**config.mk**
```make
export PLATFORM = sky130hd
export DESIGN_NAME = n64_poll_controller
export DESIGN_NICKNAME = d
export VERILOG_FILES = /design/src/rtl/n64_poll_controller.sv
export SDC_FILE = /design/constraint.sdc
export NUM_CORES = 1
export LEC_CHECK = 0
export ABC_AREA = 1
export ABC_CLOCK_PERIOD_IN_PS = 4860
export BUFFER_PORTS_ARGS = -buffer_cell sky130_fd_sc_hd__buf_2
export CAP_MARGIN = 20
export CORE_MARGIN = 4
export CORE_UTILIZATION = 55
export CTS_CLUSTER_DIAMETER = 100
export DETAILED_ROUTE_END_ITERATION = 10
export GPL_TIMING_DRIVEN = 1
export PLACE_DENSITY = 0.75
export SETUP_SLACK_MARGIN = 0.15
export SLEW_MARGIN = 40
export SYNTH_ARGS = -nofsm -noshare
export SYNTH_HDL_FRONTEND = slang
export SYNTH_SLANG_ARGS = --single-unit
```
**constraint.sdc**
```tcl
create_clock -name clk -period 4.86 [get_ports clk]
set_input_delay 0 -clock clk [delete_from_list [all_inputs] [get_ports clk]]
set_output_delay 0 -clock clk [all_outputs]
set_load 0.03 [all_outputs]
```
**src/rtl/n64_poll_controller.sv**
```systemverilog
// N64 joybus poll sequencer: sends command 0x01 + stop bit, receives a 32-bit status word.
// Optional: define N64_AUTO_POLL_EN for a free-running poll request every POLL_PERIOD_US.
module n64_poll_controller #(
    parameter int unsigned CYCLES_PER_US  = 100,
    parameter int unsigned TIMEOUT_US     = 100,
    parameter int unsigned POLL_PERIOD_US = 16000
) (
    input  logic        clk,
    input  logic        rst_n,
    input  logic        poll_req,
    input  logic        data_in,
    output logic        data_oe,
    output logic        busy,
    output logic        valid,
    output logic [31:0] buttons,
    output logic        timeout_err
);

    localparam int unsigned TW = $clog2(4 * CYCLES_PER_US + 1);
    localparam int unsigned OW = $clog2(TIMEOUT_US * CYCLES_PER_US + 1);
    localparam logic [TW-1:0] T_1US   = TW'(CYCLES_PER_US - 1);
    localparam logic [TW-1:0] T_2US   = TW'(2 * CYCLES_PER_US - 1);
    localparam logic [TW-1:0] T_3US   = TW'(3 * CYCLES_PER_US - 1);
    localparam logic [OW-1:0] TO_LAST = OW'(TIMEOUT_US * CYCLES_PER_US - 1);

    if (CYCLES_PER_US < 1 || TIMEOUT_US < 1 || POLL_PERIOD_US < 1) begin : g_param_check
        $error("n64_poll_controller: timing parameters must be non-zero");
    end

    typedef enum logic [2:0] {
        IDLE, TX_LOW, TX_HIGH, TX_STOP, RX_WAIT_FALL, RX_SAMPLE, RX_WAIT_RISE, DONE
    } state_t;

    state_t      state;
    logic        sync1, sync2, sync_d;
    logic        fall;
    logic        start;
    logic [TW-1:0] timer;
    logic [TW-1:0] low_last, high_last;
    logic [OW-1:0] to_cnt;
    logic [7:0]  tx_sr;
    logic [2:0]  bit_idx;
    logic [31:0] rx_sr;
    logic [5:0]  rx_cnt;

    always_ff @(posedge clk or negedge rst_n) begin
        if (!rst_n) begin
            sync1  <= 1'b1;
            sync2  <= 1'b1;
            sync_d <= 1'b1;
        end else begin
            sync1  <= data_in;
            sync2  <= sync1;
            sync_d <= sync2;
        end
    end

    assign fall = sync_d & ~sync2;

`ifdef N64_AUTO_POLL_EN
    localparam int unsigned PW = $clog2(POLL_PERIOD_US * CYCLES_PER_US + 1);
    localparam logic [PW-1:0] P_LAST = PW'(POLL_PERIOD_US * CYCLES_PER_US - 1);
    logic [PW-1:0] poll_cnt;
    logic          auto_req;

    always_ff @(posedge clk or negedge rst_n) begin
        if (!rst_n) begin
            poll_cnt <= '0;
            auto_req <= 1'b0;
        end else if (poll_cnt == P_LAST) begin
            poll_cnt <= '0;
            auto_req <= 1'b1;
        end else begin
            poll_cnt <= poll_cnt + 1'b1;
            auto_req <= 1'b0;
        end
    end

    assign start = poll_req | auto_req;
`else
    assign start = poll_req;
`endif

    // Current command bit is tx_sr[7]; its low/high split of the 4 us cell.
    always_comb begin
        low_last  = tx_sr[7] ? T_1US : T_3US;
        high_last = tx_sr[7] ? T_3US : T_1US;
    end

    always_ff @(posedge clk or negedge rst_n) begin
        if (!rst_n) begin
            state       <= IDLE;
            data_oe     <= 1'b0;
            busy        <= 1'b0;
            valid       <= 1'b0;
            timeout_err <= 1'b0;
            buttons     <= '0;
            timer       <= '0;
            to_cnt      <= '0;
            tx_sr       <= '0;
            bit_idx     <= '0;
            rx_sr       <= '0;
            rx_cnt      <= '0;
        end else begin
            valid       <= 1'b0;
            timeout_err <= 1'b0;
            case (state)
                IDLE: begin
                    if (start) begin
                        state   <= TX_LOW;
                        busy    <= 1'b1;
                        data_oe <= 1'b1;
                        tx_sr   <= 8'h01;
                        bit_idx <= 3'd7;
                        timer   <= '0;
                    end
                end
                TX_LOW: begin
                    if (timer == low_last) begin
                        data_oe <= 1'b0;
                        timer   <= '0;
                        state   <= TX_HIGH;
                    end else begin
                        timer <= timer + 1'b1;
                    end
                end
                TX_HIGH: begin
                    if (timer == high_last) begin
                        timer   <= '0;
                        data_oe <= 1'b1;
                        if (bit_idx == 3'd0) begin
                            state <= TX_STOP;
                        end else begin
                            bit_idx <= bit_idx - 1'b1;
                            tx_sr   <= {tx_sr[6:0], 1'b0};
                            state   <= TX_LOW;
                        end
                    end else begin
                        timer <= timer + 1'b1;
                    end
                end
                TX_STOP: begin
                    if (timer == T_1US) begin
                        data_oe <= 1'b0;
                        to_cnt  <= '0;
                        rx_cnt  <= '0;
                        state   <= RX_WAIT_FALL;
                    end else begin
                        timer <= timer + 1'b1;
                    end
                end
                RX_WAIT_FALL: begin
                    if (fall) begin
                        timer <= '0;
                        state <= RX_SAMPLE;
                    end else if (to_cnt == TO_LAST) begin
                        timeout_err <= 1'b1;
                        busy        <= 1'b0;
                        state       <= IDLE;
                    end else begin
                        to_cnt <= to_cnt + 1'b1;
                    end
                end
                RX_SAMPLE: begin
                    if (timer == T_2US) begin
                        // The controller's stop bit (index 32) is timed but not shifted in.
                        if (rx_cnt != 6'd32) begin
                            rx_sr <= {rx_sr[30:0], sync2};
                        end
                        to_cnt <= '0;
                        state  <= RX_WAIT_RISE;
                    end else begin
                        timer <= timer + 1'b1;
                    end
                end
                RX_WAIT_RISE: begin
                    if (sync2) begin
                        if (rx_cnt == 6'd32) begin
                            state <= DONE;
                        end else begin
                            rx_cnt <= rx_cnt + 1'b1;
                            to_cnt <= '0;
                            state  <= RX_WAIT_FALL;
                        end
                    end else if (to_cnt == TO_LAST) begin
                        timeout_err <= 1'b1;
                        busy        <= 1'b0;
                        state       <= IDLE;
                    end else begin
                        to_cnt <= to_cnt + 1'b1;
                    end
                end
                DONE: begin
                    buttons <= rx_sr;
                    valid   <= 1'b1;
                    busy    <= 1'b0;
                    state   <= IDLE;
                end
                default: state <= IDLE;
            endcase
        end
    end

endmodule

```
Yosys cells after proc, flatten, opt, wreduce, memory -nomap -nowiden:

Cells that the tools add are included.
Widths: inputs -> output; s select.

* input port bits: 4
* output and inout port bits: 36
* flip-flop bits (word level): 114
* logic and storage cells: 118

* equal/unequal tests: 28
* reduce and logical (&&, ||, !) cells: 16
* bitwise operators: 2
* muxes and demuxes: 53
* add/subtract/negate cells: 4

Operator list (number)
* $mux 14: 6
* $mux 9: 8
* $pmux 14 s4: 1
* $pmux 9 s6: 1
* $mux 3: 11
* $ne 2x2->1 const B: 13
* $mux 8: 3
* $pmux 3 s8: 1
* $reduce_and 5->1: 4
* $eq 9x9->1: 2
* $mux 6: 3
* $pmux 8 s2: 1
* $add 14x1->14 const B: 1
* $eq 14x14->1 const B: 1
* $eq 3x3->1 const B: 4
* $pmux 6 s2: 1
* $reduce_and 4->1: 3
* $reduce_bool 4->1: 3
* $mux 1: 11
* $add 9x1->9 const B: 1
* $eq 9x7->1 const B: 1
* $eq 9x8->1 const B: 1
* $pmux 1 s4: 2
* $add 6x1->6 const B: 1
* 15 further kinds: 19

Longest topological paths before layout:

Gate-level depths: netlist (run 1).

* depth after elaboration: 4
* mapped depth: 11
* gate-level depth less buffers: 11

Least setup slack after synthesis (run 1):

Ideal clock, no wire load.

* path type: reg2reg
* from: register timer[0]
* to: register to_cnt[5]
* arrival: 1.565 ns
* cell stages (with the launch flop): 12
* library setup time: 0.116 ns
* required time: 4.744 ns
* buffers on the path: 1
* clock period less this slack: 1.682 ns
* path slack: 3.178 ns
* path through: dfrtp_1 -> ha_1 -> nand2_1 -> nor2_1 -> nand2_1 -> nand2_1 -> nand2_1 -> nor3_2 -> inv_2 -> buf_6 -> nand2_1 -> nand2_1

* longest elaborated chain between the ends: 3
* elaborated cells on any way between the ends: 5
* those cells by class: eq/ne (4); reduce/logical (1)

RTL lines
* from (decl): line 38 `logic [TW-1:0] timer;`
* from (signal assigned): line 124 `timer <= timer + 1'b1;`
* from (signal assigned): line 139 `timer <= timer + 1'b1;`
* from (signal assigned): line 149 `timer <= timer + 1'b1;`
* $eq 9x8->1 or $eq 9x7->1 (tied branches): line 165, 143
* $ne 2x2->1 (no line)
* $reduce_and 5->1 (no line) (*)
* to (signal assigned): line 161 `to_cnt <= to_cnt + 1'b1;`
* to (signal assigned): line 190 `to_cnt <= to_cnt + 1'b1;`
* to (decl): line 40 `logic [OW-1:0] to_cnt;`

Mark *: on every way between the ends. The rest lies on a longest branch, timed or not.
A chain may end at the register's enable or synchronous reset.

Worst setup path in the final report (run 1):

* from: register state[1]
* to: register to_cnt[2]

* longest elaborated chain between the ends: 3
* elaborated cells on any way between the ends: 11
* those cells by class: eq/ne (8); mux (1); reduce/logical (2)

RTL lines
* from (decl): line 34 `state_t state;`
* from (signal assigned): line 92 `state <= IDLE;`
* from (signal assigned): line 110 `state <= TX_LOW;`
* from (signal assigned): line 122 `state <= TX_HIGH;`
* $eq 3x3->1 or $eq 3x2->1 (tied branches): line 107 `case (state)`
* $ne 3x3->1 (no line) (tied with other cells)
* $reduce_and 5->1 (no line)

Parallel ways exist; a longest one is shown, timed or not.

==> results of run 1 <==
==> timing repair <==
item | in CTS | in global routing
endpoints found under the hold margin | 72 | 0
hold buffers | 3 | 0
setup buffers | 0 | 0
==> cell usage in the layout, fill, tap and decap left out, types with 4 or more instances in the layout <==
master	count
clkinv_4	4
clkbuf_16	16
inv_1	81
o21ai_0	91
inv_2	5
buf_2	38
xor2_1	6
nand2_1	231
dfrtp_1	111
nand4_1	19
nor3_1	4
nor2_1	35
ha_1	6
nand3_1	55
==> power breakdown <==
part	internal (W)	total, W	switching (W)
Clock	0.000801	0.00127	0.000471
Sequential	0.00102	0.00108	0.0000621
Combinational	0.000149	0.000558	0.000409
Total	0.00197	0.00291	0.000942
==> state kept, by name, summed over array words and instances, names as in the netlist, 3 cells and up <==
name / count
bit_idx: 3
buttons: 32
rx_cnt: 6
rx_sr: 32
state: 3
timer: 9
to_cnt: 14
tx_sr: 8
==> cells by family (layout without fill, tap and decap cells) <==
family | Yosys count | count (layout) | share of synthesized area
AND/OR/NAND/NOR | 360 | 360 | 0.278
flip-flops | 114 | 114 | 0.513
AO/OA/AOI/OAI | 110 | 110 | 0.107
buffers and inverters | 108 | 164 | 0.0770
XOR/XNOR | 7 | 7 | 0.0110
adder cells (fa/ha/maj) | 6 | 6 | 0.0135
==> per-layer routing <==
metal | vias to the layer above | track usage | part of all wire
met5 | - | 0 | 0
met4 | 0 | 0.0703 | 0.013
met3 | 16 | 0.0657 | 0.056
met2 | 140 | 0.371 | 0.49
met1 | 2281 | 0.313 | 0.45
li1 | 2361 | - | -
==> path summary, 6_finish.rpt <==
check                        endpoint  cells after the start
max                         to_cnt[2]                      7
min                        to_cnt[11]                      2
max reg2reg                 to_cnt[2]                      7
min reg2reg                     sync2                      0
max in group asynchronous       sync1                      3
min in group clk                sync1                      2
==> per-stage QoR <==
| stage | worst slack [ps] | instance area (um2) | instances |
|---|---|---|---|
| after floorplan | 3180 | 5570 | 705 |
| after global placement | 2610 | 5850 | 859 |
| after detailed placement | 2480 | 5860 | 859 |
| after CTS | 2470 | 6490 | 894 |
| after global routing | 2180 | 6490 | 894 |
| final | 2460 | 6490 | 894 |
==> layout make-up <==
| type | count | area [um2] |
|---|---|---|
| sequential | 114 | 2860 |
| clock buffer | 18 | 428 |
| inverter | 87 | 327 |
| timing repair buffer | 45 | 254 |
| tap | 133 | 166 |
| multi-input combinational | 483 | 2280 |
| clock inverter | 14 | 179 |
| fill | 838 | 3320 |
==> results by stage, run 1 <==
Pwr:
- VDD sags by at most 0.000252 V.
- The power density over the cells is ~450 mW/mm2.
- The analysis attributes to cell leakage a power of ~3.2 nW.
- The total power after layout is just under 0.003 W.

Synthesis:
- By area the synthesized netlist is led by dfrtp_1 (50%), nand2_1 (16%), o21ai_0 (8.2%).
- The number of enable-type register cells in the synthesized netlist is 0.
- Of the post-synthesis cell area, the dominant cell type holds 0.499.
- By count the netlist is led by nand2_1 (231), dfrtp_1 (111), o21ai_0 (91).
- In the synthesized netlist the async set-or-reset flop fraction comes to 1.00.
- The synthesized design contains between 100 and 150 register bits.
- The synthesized netlist contains 38 unique library cells.
- The number of nets handed over by synthesis was between 700 and 800.
- The summed instance area of the synthesized netlist is 0.00557 mm2.
- The gate count after technology mapping is ~710.
- The number of warnings printed during yosys synthesis is 0.
- The largest total area in the synthesized netlist belongs to dfrtp_1.
- In this run the mean area of a mapped cell was between 7 and 8 um2.
- In the synthesized netlist the dominant register cell turns out to be dfrtp_1.
- The sequential fraction of the synthesis area is 0.513.
- The library cell with the highest instance count after synthesis is nand2_1.

Clock network:
- TritonCTS built the clock tree.
- The clock sink count is between 100 and 150.
- The number of buffers on the longest clock path is 2.
- TritonCTS created 17 clock buffers.
- The later pin in the worst-skew pair is clocked with a latency of around 520 ps.
- The number of instances resized during post-cts repair is 0.
- The clock transition time at the flip-flop clock pins of the worst setup and hold paths is approximately 60 ps.
- The count of H-tree levels built during CTS is 4.
- The clock tree root driver cell is clkbuf_8.

Floorplanning:
- Row generation in the floorplan step produced 36 rows.
- The count of pins on the block boundary is 40.
- The horizontal extent of the die is 109 um.
- The starting utilization of the core area is 0.567.
- The area enclosed by the die boundary is about 0.012 mm2.
- The core box area is 0.00982 mm2.
- Measured along the y axis, the die boundary spans approximately 110 um.

Worst setup path:
- The stage delay of the slowest cell on the critical path is 640 ps.
- The signal on the critical path passes through nand2_1, nor2_1, nand2_1, nor2_1, nor3_2, inv_2, o21ai_0.
- In this run the critical register-to-register path is launched from state[1].
- The required time at the worst-slack endpoint is about 5300 ps.
- The maximum fanout count along the critical path is 16.
- STA puts the critical path data arrival time at around 2800 ps.
- STA classifies the critical path startpoint as a flip-flop.
- The slowest stage of the critical path is the nor2_1 cell.
- The worst setup path is captured at a flip-flop.
- For flop-to-flop paths, the worst setup slack is roughly 2500 ps.
- Grouping stages by cell kind, the critical path spends the most delay in simple AND/OR/NAND/NOR gates.
- Counting both buffers and inverters, the worst setup path holds a total of 1.
- The type of the worst setup path is flip-flop to flip-flop.
- The critical path startpoint is state[1].

Global routing:
- The maximum number of pins on one net before global-route repair is 70.
- For this run, the total global-route usage over all layers was measured as 0.233.
- Global routing finished with a remaining overflow of 0.
- The first global-routing pass estimated between 20,000 and 25,000 um of wire.
- The number of global-route vias before repair is around 4,600.
- The number of antenna violations at the first check in global routing is 0.

STA:
- The tightest hold path in the finished design has a slack of 56.6 ps.
- Setup violations remaining at the end of the flow were counted as 0.
- Setup repair after global routing left no endpoint under its margin.
- Measured against its own limit, the worst slew margin works out to 0.472.
- The post-route setup TNS is 0 ps.
- The smallest clock period supported by the final layout is computed as 2400 ps.
- Across the routed clock network, the largest skew measured is between 10 and 15 ps.
- The final hold violation count is 0.
- The count of pins over their slew limit is 0.
- The final worst-path cycle share is 0.494.
- The timing-limited maximum frequency is 0.416 GHz.
- At the pin with the least slew margin, the transition time is slightly below 800 ps.

Routing:
- The detailed router placed roughly 4,800 vias in this run.
- In the routed design, unresolved DRC markers number 0.
- The average vias per placed instance is roughly 5.4.
- The number of antenna-violating nets in the routed design is 0.
- For this run, the detailed router's first-pass iteration total came to 7.
- For this block, the initial DRC count from the detailed router was about 340.
- The routed wire length is 12,500 um.
- After detailed routing, the average wire length per cell comes to 13.9 um.

Run status:
- The flow ran to the end, and the final reports show no timing, DRC or antenna violations.

Final layout:
- Relative to the synthesized area, the layout overhead comes to 16.6%.
- The number of antenna repair diodes is 0.
- Measured on the finished design, the core utilization comes to 0.661.
- The post-layout net count is approximately 760.
- The share of cells above drive strength 1 is 0.126.

Job:
- The tool flagged a number of max-cap violations equal to 0.

Placed design:
- The count of buffers from port buffering is 39.
- The HPWL reported at the end of detailed placement is around 8300 um.
- The routability congestion estimate is around 0.92.

Hold path:
- The path class of the tightest hold or removal check is input pin to async pin.
No activity file was read; power rests on OpenSTA's default activity.
==> inputs of run 2 (changes only) <==
- ABC_CLOCK_PERIOD_IN_PS: 4860 -> 2400
- clock period: 4.86 -> 2.4 ns (I/O delays scaled with it)
==> run 2 against run 1 <==
Routed wire length decreased by 1.4%. Register-to-register slack got worse by 2100 ps. Sequential cell count is the same. Via count is 1.8% lower. Critical endpoint unchanged.
==> results by stage, run 2 (synthesis results as in run 1) <==
Run status:
- The flow ran to the end, and the final reports show no timing, DRC or antenna violations.

Final layout:
- Compared with the post-synthesis result, the final layout area differs by 16.9%.
- The commonest non-fill, non-tap cell in the layout is nand2_1.
- The summed area of non-filler cells in the final layout is 0.00651 mm2 (+0.23%).
- The post-layout net count is 762 (+0.53%).
- The final cell count without fillers is 898 (+0.45%).
- The share of cells above drive strength 1 is 0.131 (+0.00457).
- Leaving out fill and tap cells, the most frequent cells in the layout are nand2_1 (231), dfrtp_1 (111), o21ai_0 (91), inv_1 (81), nand3_1 (55).
- The number of antenna repair diodes is 0 (unchanged).
- In the final layout, the registers with the most flip-flops are buttons x32, rx_sr x32, to_cnt x14.

Placed design:
- The count of buffers from port buffering is 39 (unchanged).
- The HPWL reported at the end of detailed placement is 8270 um (-0.38%).
- The routability congestion estimate is 0.927 (+0.71%).
- The cell count after placement is 863 (+0.47%).
- The setup slack after placement is 446 ps (-2030 ps).
- The post-detailed-placement cell area is 0.00591 mm2 (+0.88%).

Global routing:
- The number of antenna violations at the first check in global routing is 0 (unchanged).
- The first-pass GRT wire length is 21,200 um (-2.4%).
- The total routing usage reported by global routing was 0.227 (-0.00601).
- The sum of overflow across all layers after global routing is 0 (unchanged).
- The number of global-route vias before repair is 4,596 (-0.84%).
- The maximum number of pins on one net before global-route repair is 115 (+64%).

Job:
- The total of max-cap violations is 0 (unchanged).

Floorplanning:
- The number of rows in the core area is 36 (unchanged).
- The core box area was 0.00982 mm2 (unchanged).
- The starting utilization of the core area is 0.567 (unchanged).
- The area enclosed by the die boundary is 0.0118 mm2 (unchanged).
- The horizontal extent of the die is 109 um (unchanged).
- The vertical extent of the die is 109 um (unchanged).
- The count of pins on the block boundary was 40 (unchanged).

Clock network:
- The number of buffers created by CTS was 17 (unchanged).
- The count of H-tree levels built during CTS is 4 (unchanged).
- The clock transition time at the flip-flop clock pins of the worst setup and hold paths is 60 ps (about the same).
- The number of setup buffers added after CTS came to 0 (unchanged).
- The clock insertion delay at the later pin of the skew report came to 520 ps (about the same).
- The number of buffers on the longest clock path is 2 (unchanged).
- The clock tree root driver cell is clkbuf_8.
- The clock sink count came to 114 (unchanged).
- TritonCTS built the clock tree.

Pwr:
- The sequential share of power is 0.381 (+0.010).
- The share of power burned in combinational logic is 0.198 (+0.006).
- The proportion of power drawn by the clock network came to 0.421 (-0.017).
- The total internal power is 0.00380 W (+93%).
- The largest vdd supply drop is 0.000610 V (+140%).
- The leakage power is 3.16 nW (+0.25%).
- The total power after layout is 0.00572 W (+97%).
- The power density over the cells is 878 mW/mm2 (+96%).
- The switching portion of total power came to 0.335 (+0.0107).
- The switching power is 0.00191 W (+100%).

Routing:
- The average vias per placed instance is 5.25 (-2.2%).
- The routed wire length is 12,300 um (-1.4%).
- The number of antenna-violating nets in the routed design is 0 (unchanged).
- The number of DRC violations after detailed-routing iteration 0 was 341 (-0.29%).
- The routed length per instance is 13.7 um (-1.8%).
- The number of remaining DRC errors came to 0 (unchanged).
- The total number of vias is 4,712 (-1.8%).
- The number of iterations in the first detailed-routing pass is 5 (-2).

STA:
- The worst-case clock skew is 6.70 ps (-5.63 ps).
- The count of pins over their slew limit is 0 (unchanged).
- The final hold violation count came to 0 (unchanged).
- The worst-case setup margin in the final layout is 408 ps (-2050 ps).
- The tightest slew margin relative to the limit is 0.584 (+0.112).
- The final-report setup violation count is 0 (unchanged).
- The minimum clock period after layout is 1990 ps (-410 ps).
- The post-route setup TNS came to 0 ps (unchanged).
- The timing-limited maximum frequency is 0.502 GHz (+21%).
- Setup repair after global routing left no endpoint under its margin.
- The measured slew at the worst slew-check pin was 624 ps (-165 ps).
- The final worst-path cycle share came to 0.830 (+0.336).

Worst setup path:
- The required time at the worst-slack endpoint came to 2790 ps (-2460 ps).
- The startpoint of the worst register-to-register path is timer[1].
- The endpoint identified for the worst register-to-register timing path is to_cnt[2].
- The depth of the worst register-to-register path is 10 (+3).
- The data arrival time of the critical path came to 2380 ps (-410 ps).
- The minimum setup slack among reg-to-reg paths is 410 ps (-2050 ps).
- The maximum fanout count along the critical path was 16 (unchanged).
- The nature of the critical path endpoint is a flip-flop.
- The type of the worst setup path is flip-flop to flip-flop.
- The sort of element at the start of the critical path is a flip-flop.

Hold path:
- The type of the tightest min-delay check is input pin to async pin.
[run 2: cell types whose count changed in the layout (fill, tap and decap cells not counted)]
cell | previous run | this run
inv_6 | 2 | 7
buf_4 | 3 | 6
buf_12 | 0 | 2
bufinv_16 | 3 | 1
clkinv_2 | 2 | 0
clkinv_4 | 4 | 2
buf_6 | 1 | 0
clkinvlp_4 | 2 | 3
[run 2: cell type report]
cell class | instances | area [um2]
multi-input combinational | 483 | 2280
clock buffer | 18 | 428
timing repair buffer | 49 | 305
tap | 133 | 166
sequential | 114 | 2860
inverter | 87 | 327
fill | 829 | 3310
clock inverter | 14 | 143
[run 2: per-stage QoR]
step           hold WS [ps]   util
2_1_floorplan          -296      -
3_3_place_gp            125  0.602
3_5_place_dp            122  0.602
4_1_cts                 117  0.663
5_1_grt                 135  0.663
6_report               80.2  0.663
[run 2: worst max path at each step]
| stage | slack [ps] | startpoint | endpoint |
|---|---|---|---|
| 5_1_grt | 160 | timer[0] | to_cnt[8] |
| 2_1_floorplan | 720 | timer[0] | to_cnt[5] |
| 4_1_cts | 420 | state[1] | buttons[8] |
| 6_report | 410 | timer[1] | to_cnt[2] |
| 3_5_place_dp | 450 | state[1] | buttons[23] |
| 3_3_place_gp | 510 | timer[0] | to_cnt[2] |
[run 2: critical path, cell delays in order, from the launching register on]
cell and delay [ps]:
dfrtp_1 390, ha_1 260, nand2_1 130, nor2_1 230
nand2_1 90, nand2_1 90, nand2_1 130, nor3_2 190
inv_2 170, nand2_1 100, o21ai_0 80
[run 2: power groups by stage]
| stage | logic, W | clock network [W] | registers [W] |
|---|---|---|---|
| finish | 0.00113 | 0.00240 | 0.00218 |
| detailed placement | 0.00113 | 0 | 0.00221 |
| global route | 0.00128 | 0.00254 | 0.00220 |
| CTS | 0.00114 | 0.00245 | 0.00218 |
| floorplan | 0.000862 | 0 | 0.00219 |
| global placement | 0.00110 | 0 | 0.00220 |
[run 2: metal layers]
metal,up-vias,GRT usage,part of all wire
li1,2375,-,-
met1,2218,0.298,0.45
met2,102,0.376,0.49
met3,17,0.0509,0.042
met4,0,0.0739,0.013
met5,-,0,0
[run 2: repair_timing]
| action | in CTS | in global routing |
|---|---|---|
| hold buffers | 3 | 0 |
| hold endpoints to repair | 119 | 0 |
| gates resized for setup | 0 | 0 |
==> inputs of run 3 (changes only) <==
- ABC_CLOCK_PERIOD_IN_PS: 2400 -> 2050
- clock period: 2.4 -> 2.05 ns (I/O delays scaled with it)
==> run 3 against run 2 <==
Clock skew rose by 10 ps. Setup slack got worse by 130 ps. First-iteration DRC count rose by 8.2%. Sequential share of layout area fell by 1.4 points. Final area rose by 3.4%. Clock power rose by 28%. Non-clock buffer count rose by 16. Critical path type unchanged. Largest power group unchanged. Highest routed layer unchanged.
==> results by stage, run 3 (synthesis results as in run 1) <==
Floorplanning:
- The count of pins on the block boundary is 40 (unchanged).
- The starting utilization of the core area is 0.567 (unchanged).
- The vertical extent of the die is 109 um (unchanged).
- The horizontal extent of the die is 109 um (unchanged).
- The area enclosed by the die boundary is 0.0118 mm2 (unchanged).
- The core box area is 0.00982 mm2 (unchanged).
- The number of rows in the core area was 36 (unchanged).

Placed design:
- The count of buffers from port buffering was 39 (unchanged).
- The HPWL reported at the end of detailed placement is 8410 um (+1.6%).
- The routability congestion estimate was 0.916 (-1.2%).

Global routing:
- The met3 global-route usage was 0.0568 (+0.00592).
- In this run the most used layer during global routing was met2.
- The maximum number of pins on one net before global-route repair is 71 (-38%).
- The number of antenna violations at the first check in global routing is 0 (unchanged).
- The met1 layer usage reported by global route is 0.317 (+0.0192).
- The sum of overflow across all layers after global routing came to 0 (unchanged).
- The number of global-route vias before repair is 4,762 (+3.6%).
- The global routing met2 resource utilization came to 0.388 (+0.0119).
- The first-pass GRT wire length is 22,100 um (+4.1%).
- The total routing usage reported by global routing is 0.237 (+0.00988).

Routing:
- The average vias per placed instance is 5.32 (+1.3%).
- The number of antenna-violating nets in the routed design is 0 (unchanged).
- The number of DRC violations after detailed-routing iteration 0 is 369 (+8.2%).
- The routed wire length is 13,100 um (+6.3%).
- The total number of vias is 4,860 (+3.1%).
- The number of iterations in the first detailed-routing pass is 5 (unchanged).
- The routed length per instance is 14.3 um (+4.4%).
- The number of remaining DRC errors is 0 (unchanged).

Final layout:
- In the final layout, the registers with the most flip-flops are buttons x32, rx_sr x32, to_cnt x14.
- The number of antenna repair diodes is 0 (unchanged).
- Compared with the post-synthesis result, the final layout area differs by 20.9%.
- The top cell types in the final layout, fill and taps aside, are nand2_1 (227), dfrtp_1 (109), o21ai_0 (89), inv_1 (78), nand3_1 (55).
- Leaving out fill and tap cells, the most frequent cell in the layout is nand2_1.
- The share of cells above drive strength 1 was 0.169 (+0.0383).
- The post-layout net count was 778 (+2.1%).
- The core occupancy in the finished layout is 0.686 (+0.0228).

STA:
- The timing-limited maximum frequency is 0.564 GHz (+12%).
- The post-route setup TNS came to 0 ps (unchanged).
- The tightest slew margin relative to the limit is 0.640 (+0.0560).
- The final hold violation count was 0 (unchanged).
- The measured slew at the worst slew-check pin is 540 ps (-83.9 ps).
- The final worst-path cycle share is 0.866 (+0.0355).
- The count of pins over their slew limit is 0 (unchanged).
- The worst-case clock skew is 17.0 ps (+10.3 ps).
- The final-report setup violation count is 0 (unchanged).
- Setup repair after global routing could not meet its margin everywhere.
- The minimum clock period after layout came to 1770 ps (-218 ps).

Worst setup path:
- The slowest library cell on the worst path is dfrtp_1.
- The critical path in this run is classified as flip-flop to flip-flop.
- Walking the worst path, the cells encountered are inv_1, nand3b_2, nand3_1, inv_1, nand3_1, nor3_4, nor2_1.
- STA classifies the critical path endpoint as a flip-flop.
- The minimum setup slack among reg-to-reg paths came to 280 ps (-130 ps).
- The data arrival time of the critical path came to 2160 ps (-220 ps).
- The total buffers and inverters traversed by the critical path is 2 (+1).
- The depth of the worst register-to-register path is 7 (-3).
- On the critical path the largest part of the delay comes from simple AND/OR/NAND/NOR gates.
- The reg-to-reg endpoint is timer[5].
- The stage delay of the slowest cell on the critical path is 450 ps (+60 ps).
- The worst register-to-register path begins at state[2].
- The maximum fanout count along the critical path is 9 (-7).
- The required time at the worst-slack endpoint is 2440 ps (-350 ps).
- The sort of element at the start of the critical path is a flip-flop.

Clock network:
- The number of buffers created by CTS was 17 (unchanged).
- The tree is rooted in a clkbuf_8.
- The count of H-tree levels built during CTS is 4 (unchanged).
- The clock transition time at the flip-flop clock pins of the worst setup and hold paths is 60 ps (about the same).
- The clock insertion delay at the later pin of the skew report came to 520 ps (about the same).
- The TritonCTS clock tree is yes.
- The number of buffers on the longest clock path is 2 (unchanged).
- The clock sink count is 114 (unchanged).

Pwr:
- The leakage power came to 3.26 nW (+3.2%).
- The largest vdd supply drop is 0.000597 V (-2.1%).
- The power density over the cells is 1080 mW/mm2 (+23%).

Job:
- The total of max-cap violations is 0 (unchanged).

Run status:
- The run finished with clean final reports.

Hold path:
- In this run the worst hold path is classified as input pin to async pin.
## run 3: repair_timing
item                                   CTS  global route
endpoints found under the hold margin  117             0
pin swaps                                1             3
hold buffers                             3             0
resized for setup                        1            26
gates cloned                             0             0
setup endpoints to repair                7            92
buffers inserted                         4             6
## run 3: per-layer routing
metal / part of all wire / up-vias / wire (um)
met3: 0.049 / 20 / 643
li1: - / 2406 / -
met4: 0.014 / 0 / 183
met2: 0.50 / 150 / 6570
met1: 0.43 / 2284 / 5650
met5: 0 / - / 0
## run 3: per-stage QoR
stage | setup WS [ps] | area [um2] | hold WS, ps | power, W | cells
finish | 276 | 6730 | 15.0 | 0.00729 | 914
global route | 93.9 | 6730 | 42.8 | 0.00766 | 914
CTS | 155 | 6610 | 25.3 | 0.00712 | 908
detailed placement | 104 | 5940 | 18.2 | 0.00396 | 869
global placement | 202 | 5940 | 11.3 | 0.00393 | 869
floorplan | 368 | 5570 | -296 | 0.00357 | 705
## run 3: worst max-delay path by stage
stage | to | cells after the start | slack [ps] | start
after global placement | tx_sr[7] | 10 | 200 | timer[0]
after floorplan | to_cnt[5] | 11 | 370 | timer[0]
after global routing | timer[1] | 8 | 90 | timer[6]
after CTS | tx_sr[7] | 10 | 150 | timer[0]
final | timer[5] | 7 | 280 | state[2]
after detailed placement | tx_sr[1] | 10 | 100 | timer[0]
## run 3: cell type report
cell class / instances / area, um2
Inverter: 87 / 329
Clock buffer: 17 / 414
Fill cell: 808 / 3090
Sequential cell: 114 / 2860
Tap cell: 133 / 166
Clock inverter: 15 / 195
Multi-Input combinational cell: 483 / 2350
Timing Repair Buffer: 65 / 420
## run 3: power by group
part | total (W) | internal (W) | switching [W]
combinational | 0.00169 | 0.000579 | 0.00111
sequential | 0.00255 | 0.00241 | 0.000135
clock | 0.00306 | 0.00189 | 0.00116
